[src/rtl/parking_pkg.sv]
// Shared types and defaults for the parking exit path.
package parking_pkg;

    localparam int DEF_TIME_W = 32;
    localparam int DEF_ID_W   = 2;

    typedef enum logic [2:0] {
        S_IDLE,
        S_LOOKUP,
        S_CALC,
        S_AWAIT_PAY,
        S_OPEN
    } exit_state_e;

endpackage

[src/rtl/gate_pulse_timer.sv]
// Loadable down-counter: holds the barrier open for CYCLES cycles.
// It also flags the first and last open cycles.
module gate_pulse_timer #(
    parameter int CYCLES = 8
) (
    input  logic clk,
    input  logic rst_n,
    input  logic i_load,
    output logic o_gate_open,
    output logic o_first,
    output logic o_last
);

    localparam int CW = $clog2(CYCLES + 1);

    logic [CW-1:0] r_cnt;
    logic          r_first;

    always_ff @(posedge clk or negedge rst_n) begin
        if (!rst_n) begin
            r_cnt   <= '0;
            r_first <= 1'b0;
        end else if (i_load) begin
            r_cnt   <= CW'(CYCLES);
            r_first <= 1'b1;
        end else begin
            r_first <= 1'b0;
            if (r_cnt != '0) r_cnt <= r_cnt - 1'b1;
        end
    end

    assign o_gate_open = (r_cnt != '0);
    assign o_first     = r_first;
    assign o_last      = (r_cnt == CW'(1));

endmodule

[src/rtl/parking_exit_controller.sv]
// Exit controller: looks up the entry time, charges the fee, collects payment and opens the gate.
// Define PARKING_EXIT_PAY_TIMEOUT_EN to abandon stalled payments and issue a refund.
module parking_exit_controller
    import parking_pkg::*;
#(
    parameter int TIME_W           = DEF_TIME_W,
    parameter int ID_W             = DEF_ID_W,
    parameter int RATE             = 1,
    parameter int MIN_FEE          = 1,
    parameter int GATE_OPEN_CYCLES = 8
`ifdef PARKING_EXIT_PAY_TIMEOUT_EN
    , parameter int PAY_TIMEOUT    = 1000
`endif
) (
    input  logic                   clk,
    input  logic                   rst_n,
    input  logic                   exit_req,
    input  logic [ID_W-1:0]        exit_id,
    output logic                   exit_ready,
    input  logic [(2**ID_W)-1:0]   slot_valid,
    input  logic [TIME_W-1:0]      current_time,
    output logic                   rd_en,
    output logic [ID_W-1:0]        rd_id,
    input  logic [TIME_W-1:0]      rd_data,
    output logic [TIME_W-1:0]      fee,
    output logic                   fee_valid,
    input  logic                   pay_valid,
    input  logic [TIME_W-1:0]      pay_amount,
    output logic                   pay_ready,
    output logic [TIME_W-1:0]      change,
    output logic                   gate_open,
    output logic                   car_exit_pulse,
    output logic                   slot_release,
    output logic [ID_W-1:0]        release_id,
    output logic                   err_pulse
`ifdef PARKING_EXIT_PAY_TIMEOUT_EN
    , output logic                 refund_valid
    , output logic [TIME_W-1:0]    refund_amount
`endif
);

    localparam logic [TIME_W-1:0] SAT_MAX = '1;

    exit_state_e r_state, w_next;

    logic [ID_W-1:0]     r_id;
    logic                r_calc_ph;
    logic [TIME_W-1:0]   r_entry, r_now, r_fee, r_paid, r_change;
    logic                r_err;

    logic                w_accept, w_slot_ok, w_beat, w_paid_done, w_load;
    logic [TIME_W:0]     w_paid_sum;
    logic [TIME_W-1:0]   w_paid_upd, w_dur, w_prod_sat, w_fee_calc;
    logic [2*TIME_W-1:0] w_prod;
    logic                w_gate_open, w_first, w_gate_last;

    assign w_accept  = exit_req && (r_state == S_IDLE);
    assign w_slot_ok = slot_valid[exit_id];
    assign w_beat    = pay_valid && (r_state == S_AWAIT_PAY);

    assign w_paid_sum  = {1'b0, r_paid} + {1'b0, pay_amount};
    assign w_paid_upd  = !w_beat ? r_paid : (w_paid_sum[TIME_W] ? SAT_MAX : w_paid_sum[TIME_W-1:0]);
    assign w_paid_done = (w_paid_upd >= r_fee);
    assign w_load      = w_beat && w_paid_done;

    // Unsigned subtraction wraps naturally across a timer rollover.
    assign w_dur      = r_now - r_entry;
    assign w_prod     = (2*TIME_W)'(w_dur) * (2*TIME_W)'(RATE);
    assign w_prod_sat = (|w_prod[2*TIME_W-1:TIME_W]) ? SAT_MAX : w_prod[TIME_W-1:0];
    assign w_fee_calc = (w_prod_sat < TIME_W'(MIN_FEE)) ? TIME_W'(MIN_FEE) : w_prod_sat;

`ifdef PARKING_EXIT_PAY_TIMEOUT_EN
    logic [31:0]       r_to_cnt;
    logic              r_refund_valid;
    logic [TIME_W-1:0] r_refund_amt;
    logic              w_timeout;

    assign w_timeout = (r_state == S_AWAIT_PAY) && !w_beat && ((r_to_cnt + 32'd1) == 32'(PAY_TIMEOUT));

    always_ff @(posedge clk or negedge rst_n) begin
        if (!rst_n) begin
            r_to_cnt       <= '0;
            r_refund_valid <= 1'b0;
            r_refund_amt   <= '0;
        end else begin
            r_refund_valid <= w_timeout;
            if (w_timeout) r_refund_amt <= r_paid;
            if (r_state != S_AWAIT_PAY || w_beat || w_timeout) r_to_cnt <= '0;
            else                                               r_to_cnt <= r_to_cnt + 32'd1;
        end
    end

    assign refund_valid  = r_refund_valid;
    assign refund_amount = r_refund_amt;
`endif

    always_ff @(posedge clk or negedge rst_n) begin
        if (!rst_n) r_state <= S_IDLE;
        else        r_state <= w_next;
    end

    always_comb begin
        w_next = r_state;
        case (r_state)
            S_IDLE:      if (w_accept && w_slot_ok) w_next = S_LOOKUP;
            S_LOOKUP:    w_next = S_CALC;
            S_CALC:      if (r_calc_ph) w_next = S_AWAIT_PAY;
            S_AWAIT_PAY: begin
                if (w_load) w_next = S_OPEN;
`ifdef PARKING_EXIT_PAY_TIMEOUT_EN
                else if (w_timeout) w_next = S_IDLE;
`endif
            end
            S_OPEN:      if (w_gate_last) w_next = S_IDLE;
            default:     w_next = S_IDLE;
        endcase
    end

    always_comb begin
        exit_ready = 1'b0;
        rd_en      = 1'b0;
        fee_valid  = 1'b0;
        pay_ready  = 1'b0;
        case (r_state)
            S_IDLE:      exit_ready = 1'b1;
            S_LOOKUP:    rd_en      = 1'b1;
            S_AWAIT_PAY: begin
                fee_valid = 1'b1;
                pay_ready = 1'b1;
            end
            default: ;
        endcase
    end

    // CALC takes two cycles: capture operands, then register the fee.
    always_ff @(posedge clk or negedge rst_n) begin
        if (!rst_n) begin
            r_id      <= '0;
            r_calc_ph <= 1'b0;
            r_entry   <= '0;
            r_now     <= '0;
            r_fee     <= '0;
            r_paid    <= '0;
            r_change  <= '0;
            r_err     <= 1'b0;
        end else begin
            r_err     <= w_accept && !w_slot_ok;
            r_calc_ph <= (r_state == S_CALC) && !r_calc_ph;
            if (w_accept) r_id <= exit_id;
            if (w_accept && w_slot_ok) begin
                r_fee    <= '0;
                r_change <= '0;
            end
            if (r_state == S_CALC && !r_calc_ph) begin
                r_entry <= rd_data;
                r_now   <= current_time;
            end
            if (r_state == S_CALC && r_calc_ph) r_fee <= w_fee_calc;
            if (r_state == S_AWAIT_PAY) r_paid <= w_paid_upd;
            if (w_load) r_change <= w_paid_upd - r_fee;
            if (r_state == S_OPEN && w_gate_last) r_paid <= '0;
`ifdef PARKING_EXIT_PAY_TIMEOUT_EN
            if (w_timeout) r_paid <= '0;
`endif
        end
    end

    gate_pulse_timer #(
        .CYCLES (GATE_OPEN_CYCLES)
    ) u_gate (
        .clk         (clk),
        .rst_n       (rst_n),
        .i_load      (w_load),
        .o_gate_open (w_gate_open),
        .o_first     (w_first),
        .o_last      (w_gate_last)
    );

    assign rd_id          = r_id;
    assign fee            = r_fee;
    assign change         = r_change;
    assign gate_open      = w_gate_open;
    assign car_exit_pulse = w_first;
    assign slot_release   = w_first;
    assign release_id     = r_id;
    assign err_pulse      = r_err;

endmodule

[config.mk]
export PLATFORM = sky130hd
export DESIGN_NAME = parking_exit_controller
export DESIGN_NICKNAME = d
export VERILOG_FILES = /design/src/rtl/parking_pkg.sv /design/src/rtl/gate_pulse_timer.sv /design/src/rtl/parking_exit_controller.sv
export SDC_FILE = /design/constraint.sdc
export NUM_CORES = 1
export LEC_CHECK = 0
export BUFFER_PORTS_ARGS = -buffer_cell sky130_fd_sc_hd__buf_2
export CORE_UTILIZATION = 46
export DETAILED_ROUTE_END_ITERATION = 7
export HOLD_SLACK_MARGIN = 0.06
export PLACE_DENSITY = 0.67
export SYNTH_ARGS = -nofsm -noshare
export SYNTH_HDL_FRONTEND = slang
export SYNTH_HIERARCHICAL = 1
export SYNTH_SLANG_ARGS = --single-unit
export TNS_END_PERCENT = 5
[constraint.sdc]
create_clock -name clk -period 6.1 [get_ports clk]
set_input_delay 0.61 -clock clk [delete_from_list [all_inputs] [get_ports clk]]
set_output_delay 0.61 -clock clk [all_outputs]
set_load 0.05 [all_outputs]
==> results_dict.tcl <==
set metrics [dict create \
    status "finished clean" \
    vias_per_cell 5.57 \
    io-pin-count 182 \
    cts.root.buffer_cell "clkbuf_16" \
    gp_congestion 0.922 \
    cpMostUsedCell "o21ai_0" \
    drive_gt1_share_pct 20.0 \
    rsz0062_at_grt "false" \
    grt_pass1_wl_um 49200 \
    ys_async_sr_fraction_pct 100 \
    dp_hpwl_um 23800 \
    worstPathRequired_ns 6.41 \
    grt.overflow.total 0 \
    dieArea_mm2 0.0266 \
    skew_ns 0.00859 \
    wirelength_um 30800 \
    h-tree-depth 4 \
    insertion_delay_ns 0.43 \
    cp_top_family "compound AO/OA/AOI/OAI gates" \
    antennaDiodeCount 0 \
    core_area_mm2 0.0253 \
    path_buf_inv 1 \
    synth-seq-cells 172 \
    cts_sinks 172 \
    maxSlewViolCount 0 \
    initial_core_util_pct 47.1 \
    post_drt_wl_per_cell_um 16.7 \
    yosysUniqueCellTypes 85 \
    layout_common_cells "180 x buf_2, 172 x dfrtp_1, 133 x o21ai_0" \
    worstSetupPathType "flip-flop to flip-flop" \
    busiest_layer "met2" \
    antenna_found_initial 0 \
    drt_iter0_markers 735 \
    cts_tree "done" \
    area_delta_synth_final_pct 14.4 \
    synth_warnings 6 \
    cts_resized 0 \
    cp-end-kind "flip-flop" \
    crit_slowest_cell "a221oi_2" \
    syn_area_per_cell_um2 8.89 \
    finalHoldViolCount 0 \
    fmax_mhz 178 \
    port_buffers 181 \
    row_count 58 \
    post_cts_buffers 0 \
    critPathMaxFanout 11 \
    ys.flop_type "dfrtp_1" \
    nets 1703 \
    first_pass_iters 5 \
    numCtsBuffers 17 \
    num_vias 10200 \
    cpPeakStageDelay_ns 0.47 \
    mostFrequentLayoutCell "buf_2" \
    grtUsageMet3_pct 3.91 \
    gr-usage-met2_pct 37.1 \
    drv_cap 0 \
    num-fill-cells 2346 \
    synth_edf_count 0 \
    die_x_um 163 \
    tightest_slew_ns 1.12 \
    yosysSeqAreaShare_pct 36.1 \
    grt_max_degree 97 \
    cts_hold_buf 0 \
    synthCells 1342 \
    post-route-period-util_pct 92.0 \
    start_kind "flip-flop" \
    syn_area_mm2 0.0119 \
    clk_path_buf_depth 2 \
    path_cells "ha_1 > fa_1 > a21o_1 > a21oi_2 > o21a_1 > nor4_1 > o311a_1 > a31o_1 > a21o_2 > o22ai_2 > inv_1 > ha_1 > nor2b_1 > o21ai_0 > o21ai_0 > a221oi_2 > o2111ai_1 > a31oi_1 > o211ai_1 > a31oi_1 > xor2_1 > o21ai_0" \
    setup_viol 0 \
    finalCriticalPeriod_ns 5.61 \
    track_usage_pct 23.4 \
    fin_setup_tns_ns 0 \
    slew_headroom_pct 25.3 \
    cp.arrival_ns 5.92 \
    grt_pass1_vias 9654 \
    synth_nets 1548 \
    drc 0 \
    ant_nets 0 \
    hold_path_class "primary input to async pin" \
    clk_pin_slew_worst_paths_ns 0.07 \
    die_height_um 163 \
    met1_usage_pct 33.0 \
]
==> state kept, by name (all words and copies together), names as in the netlist <==
| register | cells |
|---|---|
| change | 32 |
| r_state | 3 |
| r_calc_ph | 1 |
| r_now | 32 |
| fee | 32 |
| err_pulse | 1 |
| u_gate/r_cnt | 4 |
| r_paid | 32 |
| rd_id | 2 |
| u_gate/o_first | 1 |
| r_entry | 32 |
==> path summary, 6_finish.rpt <==
check / cells past startpoint / slack, ns / from / to
max in group asynchronous: 2 / 4.75 / rst_n / change[10]
min reg2reg: 2 / 0.49 / change[26] / change[26]
min: 1 / 0.14 / rst_n / r_now[25]
min in group clk: 3 / 0.38 / rd_data[21] / r_entry[21]
max: 22 / 0.49 / r_paid[0] / change[31]
max reg2reg: 22 / 0.49 / r_paid[0] / change[31]
==> kinds of logic (layout without fill, tap and decap cells) <==
group,Yosys count,after routing,synth area share [%]
AOI/OAI and AO/OA,418,418,22.3
xor gates and xnor gates,82,82,6.02
adders and majority gates,100,100,10.7
buffers and inverters,155,323,5.51
DFF,172,172,36.1
muxes,47,47,4.52
and+or+nand+nor,368,368,14.9
==> worst register-to-register path, cell delays in order, from the launching register on <==
cell       delay [ns]
dfrtp_1          0.41
ha_1             0.22
fa_1             0.40
a21o_1           0.21
a21oi_2          0.19
o21a_1           0.17
nor4_1           0.09
o311a_1          0.40
a31o_1           0.26
a21o_2           0.30
o22ai_2          0.24
inv_1            0.08
ha_1             0.29
nor2b_1          0.14
o21ai_0          0.23
o21ai_0          0.22
a221oi_2         0.47
o2111ai_1        0.21
a31oi_1          0.37
o211ai_1         0.13
a31oi_1          0.21
xor2_1           0.16
o21ai_0          0.09
==> through the flow <==
step                utilization [%]  cells  hold slack (ns)  setup slack [ns]  instance area, µm²
CTS                            53.9   1840            0.162             0.494               13700
detailed placement             51.7   1808            0.488             0.169               13100
floorplan                         -   1342            0.314             0.683               11900
finish                         53.9   1840            0.142             0.487               13700
global route                   53.9   1840            0.183            0.0726               13700
global placement               51.7   1808            0.478             0.322               13100
==> layout make-up <==
type / count / area (µm²) / share of cell area (%)
clock buffers: 20 / 437 / 3.20
clock inverters: 12 / 113 / 0.825
inverters: 96 / 363 / 2.66
multi-input cells: 1015 / 7000 / 51.2
flip-flops and latches: 172 / 4300 / 31.5
well taps: 330 / 413 / 3.02
repair buffers: 195 / 1030 / 7.54
==> cells in the mapped netlist (4+ instances only) <==
cell type | count | area share [%]
dfrtp_1 | 172 | 36
o21ai_0 | 133 | 5.6
a21oi_1 | 107 | 4.5
ha_1 | 97 | 10
nand2_1 | 97 | 3.1
inv_1 | 95 | 3.0
nor2_1 | 89 | 2.8
nand3_1 | 74 | 3.1
xnor2_1 | 47 | 3.4
mux2_2 | 45 | 4.2
a21o_1 | 43 | 2.7
clkbuf_1 | 41 | 1.3
xor2_1 | 35 | 2.6
nand4_1 | 19 | 1.0
nor3_1 | 17 | 0.71
o21a_1 | 16 | 1.0
and2_1 | 13 | 0.68
a22o_1 | 10 | 0.73
nor2b_1 | 10 | 0.52
o21bai_1 | 10 | 0.63
a31oi_1 | 9 | 0.47
nand2b_1 | 9 | 0.47
nor4_1 | 9 | 0.47
buf_6 | 7 | 0.66
a211oi_1 | 6 | 0.38
and3_1 | 6 | 0.31
o211ai_1 | 6 | 0.38
o22a_1 | 6 | 0.44
o2bb2ai_1 | 6 | 0.44
a31o_2 | 5 | 0.37
o31ai_1 | 5 | 0.31
or3_1 | 5 | 0.26
a21o_2 | 4 | 0.29
a221o_1 | 4 | 0.34
a41oi_1 | 4 | 0.29
and4_1 | 4 | 0.29
buf_2 | 4 | 0.17
buf_4 | 4 | 0.25
==> per-layer routing <==
layer  wire [µm]  part of all wire [%]  vias to the layer above
li1            -                     -                     5110
met1       14500                    47                     4806
met2       14000                    45                      297
met3        1750                   5.7                       36
met4         528                   1.7                        0
met5           0                     0                        -
Power is left out: the tool's default activity adds up to more than one toggle a clock period on the data nets, which glitch-free logic cannot reach.
